### src/rtl/seq_alu.sv
// seq_alu: multi-cycle ALU between the register file read ports and the
// write-data mux. ADD/SUB/logic/shift/MOV/CMP finish in one cycle; MUL
// (shift-add) and DIV (restoring) take one iteration per bit, WIDTH in all.
//
// Ports:
//   clock, reset         rising-edge clock, synchronous active-high reset
//   start                launch request, sampled only while busy is low
//   alu_sel              opcode (ADD=0 SUB=1 MUL=2 DIV=3 AND=4 OR=5 XOR=6
//                        LSL=7 LSR=8 MOV=11 CMP=12, others are no-ops)
//   imm_sel              selects imm_data (1) or rt_data (0) as operand B
//   rs_data              operand A
//   rt_data, imm_data    operand B candidates
//   result               registered result of the last result-writing op
//   zero_flag, pos_flag  status of the last flag-updating value
//   busy                 iterative op in progress
//   done                 one-cycle completion pulse
//   div_by_zero          last DIV had a zero divisor
module seq_alu #(
    parameter int WIDTH = 16
) (
    input  logic             clock,
    input  logic             reset,
    input  logic             start,
    input  logic [3:0]       alu_sel,
    input  logic             imm_sel,
    input  logic [WIDTH-1:0] rs_data,
    input  logic [WIDTH-1:0] rt_data,
    input  logic [WIDTH-1:0] imm_data,
    output logic [WIDTH-1:0] result,
    output logic             zero_flag,
    output logic             pos_flag,
    output logic             busy,
    output logic             done,
    output logic             div_by_zero
);

    localparam int CW = $clog2(WIDTH + 1);
    localparam logic [CW-1:0] LAST = CW'(WIDTH - 1);

    localparam logic [3:0] OP_ADD = 4'd0;
    localparam logic [3:0] OP_SUB = 4'd1;
    localparam logic [3:0] OP_MUL = 4'd2;
    localparam logic [3:0] OP_DIV = 4'd3;
    localparam logic [3:0] OP_AND = 4'd4;
    localparam logic [3:0] OP_OR  = 4'd5;
    localparam logic [3:0] OP_XOR = 4'd6;
    localparam logic [3:0] OP_LSL = 4'd7;
    localparam logic [3:0] OP_LSR = 4'd8;
    localparam logic [3:0] OP_MOV = 4'd11;
    localparam logic [3:0] OP_CMP = 4'd12;

    typedef enum logic [1:0] {IDLE, MULT, DIVD} state_t;

    state_t           state_q, state_d;
    logic [CW-1:0]    count_q, count_d;
    // MUL: opa = shifting multiplicand, opb = shifting multiplier, acc = product.
    // DIV: opa = dividend shifting out / quotient shifting in, opb = divisor,
    //      acc = partial remainder.
    logic [WIDTH-1:0] opa_q, opa_d;
    logic [WIDTH-1:0] opb_q, opb_d;
    logic [WIDTH-1:0] acc_q, acc_d;
    logic [WIDTH-1:0] result_q, result_d;
    logic             zero_q, zero_d;
    logic             pos_q, pos_d;
    logic             done_q, done_d;
    logic             dbz_q, dbz_d;

    logic [WIDTH-1:0] operand_b;
    logic [WIDTH-1:0] alu_val;
    logic             wr_result;
    logic             flag_we;
    logic [WIDTH-1:0] acc_step;
    logic [WIDTH:0]   rem_shift;
    logic             rem_fits;
    logic [WIDTH-1:0] quo_next;

    always_ff @(posedge clock) begin
        if (reset) begin
            state_q  <= IDLE;
            count_q  <= '0;
            opa_q    <= '0;
            opb_q    <= '0;
            acc_q    <= '0;
            result_q <= '0;
            zero_q   <= 1'b0;
            pos_q    <= 1'b0;
            done_q   <= 1'b0;
            dbz_q    <= 1'b0;
        end else begin
            state_q  <= state_d;
            count_q  <= count_d;
            opa_q    <= opa_d;
            opb_q    <= opb_d;
            acc_q    <= acc_d;
            result_q <= result_d;
            zero_q   <= zero_d;
            pos_q    <= pos_d;
            done_q   <= done_d;
            dbz_q    <= dbz_d;
        end
    end

    always_comb begin
        state_d   = state_q;
        count_d   = count_q;
        opa_d     = opa_q;
        opb_d     = opb_q;
        acc_d     = acc_q;
        result_d  = result_q;
        zero_d    = zero_q;
        pos_d     = pos_q;
        dbz_d     = dbz_q;
        done_d    = 1'b0;
        alu_val   = '0;
        wr_result = 1'b0;
        flag_we   = 1'b0;

        operand_b = imm_sel ? imm_data : rt_data;

        acc_step  = opb_q[0] ? acc_q + opa_q : acc_q;

        // Restoring divide: bring down the next dividend bit, subtract the
        // divisor only when it fits, and shift the quotient bit in at the bottom.
        rem_shift = {acc_q, opa_q[WIDTH-1]};
        rem_fits  = rem_shift >= {1'b0, opb_q};
        quo_next  = {opa_q[WIDTH-2:0], rem_fits};

        case (state_q)
            IDLE: begin
                if (start) begin
                    done_d = 1'b1;
                    dbz_d  = 1'b0;
                    case (alu_sel)
                        OP_ADD: begin alu_val = rs_data + operand_b;         wr_result = 1'b1; flag_we = 1'b1; end
                        OP_SUB: begin alu_val = rs_data - operand_b;         wr_result = 1'b1; flag_we = 1'b1; end
                        OP_AND: begin alu_val = rs_data & operand_b;         wr_result = 1'b1; flag_we = 1'b1; end
                        OP_OR:  begin alu_val = rs_data | operand_b;         wr_result = 1'b1; flag_we = 1'b1; end
                        OP_XOR: begin alu_val = rs_data ^ operand_b;         wr_result = 1'b1; flag_we = 1'b1; end
                        OP_LSL: begin alu_val = rs_data << operand_b[3:0];   wr_result = 1'b1; flag_we = 1'b1; end
                        OP_LSR: begin alu_val = rs_data >> operand_b[3:0];   wr_result = 1'b1; flag_we = 1'b1; end
                        OP_MOV: begin alu_val = operand_b;                   wr_result = 1'b1; flag_we = 1'b1; end
                        OP_CMP: begin alu_val = rs_data - operand_b;         flag_we = 1'b1; end
                        OP_MUL: begin
                            state_d = MULT;
                            done_d  = 1'b0;
                            count_d = '0;
                            opa_d   = rs_data;
                            opb_d   = operand_b;
                            acc_d   = '0;
                        end
                        OP_DIV: begin
                            // A zero divisor short-circuits to all ones in one cycle.
                            if (operand_b == '0) begin
                                alu_val   = '1;
                                wr_result = 1'b1;
                                flag_we   = 1'b1;
                                dbz_d     = 1'b1;
                            end else begin
                                state_d = DIVD;
                                done_d  = 1'b0;
                                count_d = '0;
                                opa_d   = rs_data;
                                opb_d   = operand_b;
                                acc_d   = '0;
                            end
                        end
                        default: begin
                            // Reserved opcodes only acknowledge; all status is kept.
                            dbz_d = dbz_q;
                        end
                    endcase
                end
            end
            MULT: begin
                acc_d   = acc_step;
                opa_d   = opa_q << 1;
                opb_d   = opb_q >> 1;
                count_d = count_q + 1'b1;
                if (count_q == LAST) begin
                    state_d   = IDLE;
                    done_d    = 1'b1;
                    alu_val   = acc_step;
                    wr_result = 1'b1;
                    flag_we   = 1'b1;
                end
            end
            DIVD: begin
                acc_d   = rem_fits ? rem_shift[WIDTH-1:0] - opb_q : rem_shift[WIDTH-1:0];
                opa_d   = quo_next;
                count_d = count_q + 1'b1;
                if (count_q == LAST) begin
                    state_d   = IDLE;
                    done_d    = 1'b1;
                    alu_val   = quo_next;
                    wr_result = 1'b1;
                    flag_we   = 1'b1;
                end
            end
            default: state_d = IDLE;
        endcase

        if (wr_result) begin
            result_d = alu_val;
        end
        if (flag_we) begin
            zero_d = (alu_val == '0);
            pos_d  = !alu_val[WIDTH-1] && (alu_val != '0);
        end
    end

    assign result      = result_q;
    assign zero_flag   = zero_q;
    assign pos_flag    = pos_q;
    assign busy        = (state_q != IDLE);
    assign done        = done_q;
    assign div_by_zero = dbz_q;

endmodule

### config.mk
export PLATFORM = sky130hd
export DESIGN_NAME = seq_alu
export DESIGN_NICKNAME = d
export VERILOG_FILES = /design/src/rtl/seq_alu.sv
export SDC_FILE = /design/constraint.sdc
export NUM_CORES = 1
export LEC_CHECK = 0
export CORE_ASPECT_RATIO = 1.75
export CORE_MARGIN = 2
export CORE_UTILIZATION = 55
export CTS_CLUSTER_SIZE = 10
export DETAILED_ROUTE_END_ITERATION = 10
export GPL_TIMING_DRIVEN = 0
export PLACE_DENSITY = 0.84
export SLEW_MARGIN = 20
export SYNTH_ARGS = -nofsm -noshare
export SYNTH_HDL_FRONTEND = slang
export SYNTH_SLANG_ARGS = --single-unit
export TNS_END_PERCENT = 1
### constraint.sdc
create_clock -name clock -period 5.7 [get_ports clock]
set_clock_uncertainty 0.05 [all_clocks]
set_input_delay 1.14 -clock clock [delete_from_list [all_inputs] [get_ports clock]]
set_output_delay 1.14 -clock clock [all_outputs]
set_load 0.01 [all_outputs]
[After elaboration in Yosys (flattened, before gate mapping)]
Cells that the tools add are included.
Word-level totals
  word-level logic and storage cells: 102
  bits in registers: 75
  bits in latches: 0
  output and inout port bits: 21
  ROM bits: 0
  bits in writable memories: 0
  memories kept: 0
Cells by class
  $lt $le $gt $ge: 1
  shift-type cells: 2
  divide/modulo/power cells: 0
  add/subtract/negate cells: 5
  multipliers: 0
  bitwise logic cells: 3
  reduce and logical (&&, ||, !) cells: 22
  equal/unequal tests: 17
  muxes and demuxes: 42
Operators with widths (count)
  16-bit two-way mux: 13
  16-bit one-hot mux with 3 select lines: 3
  16-bit one-hot mux with 9 select lines: 1
  16-bit one-hot mux with 2 select lines: 4
  16-bit adder: 2
  16-bit logical NOT: 2
  16-bit subtractor: 2
  5-bit one-hot mux with 2 select lines: 2
  17-bit by 16-bit >= comparator with 1-bit output: 1
  16-bit bitwise AND: 1
  4-bit by 3-bit equality test with 1-bit output (second input constant): 4
  16-bit bitwise OR: 1
  4-bit AND reduction: 4
  16-bit nonzero test: 1
  16-bit by 4-bit left shift with 16-bit output: 1
  16-bit by 4-bit >> shifter with 16-bit output: 1
  16-bit bitwise XOR: 1
  1-bit one-hot mux with 2 select lines: 7
  4-bit equality test (second input constant): 3
  5-bit two-way mux: 2
  10-bit OR reduction: 1
  9-bit OR reduction: 1
  4-bit by 2-bit equality test with 1-bit output (second input constant): 2
  2-bit one-hot mux with 2 select lines: 2
  other kinds (20): 30

[Depth between registers and ports, before layout]
  depth after elaboration: 8
  depth in mapped cells: 22

[Worst setup path before layout]
Ideal clock, no wire load.
  path kind: input-to-reg
  start point: input port imm_sel
  end point: register zero_q, in the netlist zero_flag
  library setup time: 0.096 ns
  path buffers: 5
  path slack: -0.197 ns
  required time: 5.554 ns
  arrival time: 5.751 ns
  stages on the path: 22
  cells stage by stage: buf_6 > buf_6 > mux2i_2 > buf_4 > buf_4 > buf_2 > ha_1 > or4b_1 > a2bb2oi_2 > o21ai_0 > xnor2_1 > ha_1 > a21o_1 > a21o_1 > a21oi_1 > o21ai_0 > xor2_1 > a2111oi_2 > nand2_1 > a2111oi_2 > nand3_1 > o41ai_2
On the way
  longest elaborated chain between the ends: 7
  elaborated cells between the ends (all ways): 18
RTL lines
  start, declared: line 25  | input logic imm_sel,
  16-bit two-way mux *: line 118  | operand_b = imm_sel ? imm_data : rt_data;
  parallel branches: the longest is 6 deep, another holds 16-bit subtractor
  end signal, assigned: line 96  | zero_q <= zero_d;
  end, declared: line 63  | logic zero_q, zero_d;
Every way passes the cells marked *.
A chain may end at the register's enable or synchronous reset.

[Worst setup path after layout]
  start point: input port alu_sel[1]
  end point: register zero_q, in the netlist zero_flag
On the way
  longest elaborated chain between the ends: 6
  elaborated cells between the ends (all ways): 19
RTL lines
  start, declared: line 24  | input logic [3:0] alu_sel,
  4-bit equality test / 4-bit by 1-bit equality test with 1-bit output (equally long branches): line 133  | case (alu_sel)
  2-bit OR reduction (no source line)
  16-bit one-hot mux with 9 select lines: line 133
  16-bit two-way mux: line 130  | if (start) begin
  16-bit one-hot mux with 3 select lines: line 128  | case (state_q)
  16-bit logical NOT: line 206  | zero_d = (alu_val == '0);
Parallel ways exist; a longest one is shown, timed or not.

==> results.md <==
* Residual DRC at 0
* Yosys cell types at 96
* Final setup viols at 0
* TritonCTS clock tree: done
* #FFs+latches synth at between 70 and 80
* CTS clock-pin slew for the worst setup and hold paths at 60 ps
* GR Overflow Total at 0
* Port bufs at 74
* Status: complete, no violations
* Fin crit share at 97.8%
* VDD IR max at roughly 0.37 mV
* Post-synth EDFFs at 0
* Worst path max stage delay at between 400 and 500 ps
* Internal cell power at 1.47 mW
* Clock Path Buffers at 2
* First-pass GRT wire length at between 60000 and 70000 µm
* Syn. warnings at 0
* Core area at around 0.017 mm²
* Clock sinks at between 70 and 80
* DP HPWL at 33400 µm
* Mapped Area at between 0.009 and 0.01 mm²
* Initial antenna violation count at 0
* DR vias/cell at roughly 6.9
* FP Rows at 63
* Worst-Margin Slew at 1140 ps
* Final WL at between 40000 and 50000 µm
* FFs w/ async S/R, synth at 0%
* Crit-path cells: clkbuf_1 -> buf_2 -> clkbuf_2 -> a21oi_4 -> or3_1 -> xnor2_1 -> ha_1 -> o21a_1 -> o31a_1 -> o41ai_4 -> o21ai_1 -> o41ai_2 -> xor2_1 -> o221ai_2 -> a2111oi_4 -> nand3_1 -> o41ai_2
* Max-slew violations at 0
* Logic gate share of total power at between 50% and 60%
* Largest net degree at the start of global routing at 22
* Crit-path max FO at 19
* Worst hold path cell count at 2
* Total GRT Usage at between 40% and 50%
* Vias at 11300
* LEAKAGE at roughly 4.5 nW
* Post-synth net total at between 1000 and 1500
* Hold Vio Cnt, Final at 0
* Htree depth at 3
* Clock share of power at between 20 and 25%
* R2R depth at 14
* Util after Layout at around two thirds
* P_sw at ~1.2 mW
* ANT nets after route at 0
* Post-synthesis cell count at ~1300
* Share of cells above drive strength 1 at 8.51%
* Slowest-stage cell, CP: buf_2
* Clock Latency Late Sink at around 350 ps
* Synth Area per Inst at 7.33 µm²
* Critical path's most frequent cell: o41ai_2
* Number of global-route vias before repair at 10700
* Power density of the placed cells at around 240 mW/mm²
* Initial DRC Count at 982
* Max cap viols at 0
* Starting Density at between 50% and 60%
* Setup crit end kind: register
* Die height at 178 µm
* Die ar. at roughly 0.018 mm²
* Sw Ratio at 45.7%
* Post-synthesis sequential area ratio at 15.8%
* CP Launch Type: input port
* Ports at between 70 and 80
* Fmax at between 150 and 200 MHz
* Root buffer cell: clkbuf_16
* WP data arrival at approximately 5800 ps
* Cts bufs inserted at 9
* Final setup TNS at 0 ps
* First-pass iteration count of the detailed router at 6
* Non-Filler Instances at between 1500 and 2000
* Unrepaired setup endpoints after global routing: no
* Antenna diodes at 0
* Post-CTS Hold Fix Bufs at 0
* Die W at between 100 and 150 µm
* Synth-to-Final Area Change at 17.6%
* Final RePlAce weighted congestion at about 1.1
* Drt wl/cell at between 20 and 30 µm
* Seq pwr share at a little under a quarter
* Tmin final at between 5000 and 6000 ps
* WP data required at just under 6000 ps
* Prevailing post-synth register cell: dfxtp_1
* Layout net count at 1539
* Rel. slew slack at ~23%
* Crit Path Category: in2reg
* Hold Path Class: reg2reg
* Cells after DPL at between 1500 and 2000
-- per-layer routing --
layer,up-vias,part of all wire (%),GRT usage (%)
li1,4990,-,-
met1,5231,31,46.7
met2,730,47,75.8
met3,330,9.0,10.2
met4,0,13,47.4
met5,-,0,0
-- layout make-up --
class	count	area, µm²
buffer	70	388
clock buffer	11	243
sequential	75	1500
tap	227	284
inverter	72	275
multi-input combinational	1072	7530
timing repair buffer	94	916
fill	1534	5760
clock inverter	5	52.6
-- state kept, by name, indices dropped and copies added, names as in the netlist --
signal	count
count_q	5
opa_q	16
acc_q	16
div_by_zero	1
result	16
pos_flag	1
zero_flag	1
state_q	2
done	1
opb_q	16
-- per-stage QoR --
step	total power, mW	setup WS, ps	cell area [µm²]	hold slack (ps)
6_report	2.70	123	11200	413
5_1_grt	2.81	6.20	11200	437
4_1_cts	2.61	23.4	11000	409
3_5_place_dp	2.02	-1480	10500	401
3_3_place_gp	2.00	-1430	10500	390
2_1_floorplan	1.55	-20.5	9520	382
-- critical path: cells and delay by family --
family	cells	cell delay (ps)
AOI/OAI and AO/OA	9	2050
buffers and inverters	3	1100
xor gates and xnor gates	2	560
and+or+nand+nor	2	550
adders and majority gates	1	350
-- placed cells by master (no fill, tap or decap), types with 27 or more instances in the layout --
cell type	instances
nor2_1	167
mux2i_1	60
nand2_1	107
clkbuf_1	50
a21oi_1	114
o21ai_0	54
dfxtp_1	75
ha_1	85
nor3_1	50
nand3_1	27
inv_1	69
clkdlybuf4s50_1	72
xnor2_1	34
-- what timing repair did --
| item | 4_1_cts | 5_1_grt |
|---|---|---|
| setup endpoints to repair | 68 | 2 |
| buffers inserted | 6 | 12 |
| pin swaps | 3 | 10 |
| gates resized for setup | 19 | 33 |
| cloned | 1 | 1 |
-- power by group through the flow --
stage | logic, mW | registers, mW | clock network (mW)
6_report | 1.49 | 0.630 | 0.582
5_1_grt | 1.58 | 0.633 | 0.599
3_5_place_dp | 1.38 | 0.637 | 0
3_3_place_gp | 1.36 | 0.636 | 0
4_1_cts | 1.41 | 0.626 | 0.575
2_1_floorplan | 0.931 | 0.623 | 0
-- path summary, 6_finish.rpt --
| kind | start | slack [ps] | to |
|---|---|---|---|
| hold / removal | count_q[4]$_SDFFE_PP0P_ | 410 | count_q[4]$_SDFFE_PP0P_ |
| setup reg to reg | opa_q[15]$_SDFFE_PP0P_ | 1110 | acc_q[6]$_SDFFE_PP0P_ |
| hold reg to reg | count_q[4]$_SDFFE_PP0P_ | 410 | count_q[4]$_SDFFE_PP0P_ |
| setup / recovery | alu_sel[1] | 120 | zero_flag$_SDFFE_PP0P_ |
-- synthesized netlist by cell type, types with 13 or more instances --
cell	n	area, µm²
a211oi_1	27	203
a21o_1	26	195
a21oi_1	116	581
a221oi_1	22	193
a31oi_1	18	113
clkbuf_1	54	203
dfxtp_1	75	1500
ha_1	86	1080
inv_1	69	259
mux2i_1	61	611
nand2_1	107	402
nand2b_1	20	125
nand3_1	27	135
nor2_1	168	631
nor3_1	51	255
o21ai_0	57	285
o22ai_1	13	81.3
xnor2_1	34	298
xor2_1	14	123
-- kinds of logic after synthesis --
group	count (synthesis)	synth area share (%)
AO/OA/AOI/OAI	396	28.5
buffers and inverters	150	6.66
AND/OR/NAND/NOR	458	22.8
XOR/XNOR	48	4.42
adder cells (fa/ha/maj)	89	11.9
flip-flops	75	15.8
multiplexers	81	9.82
Power figures use the tool's default switching activity.
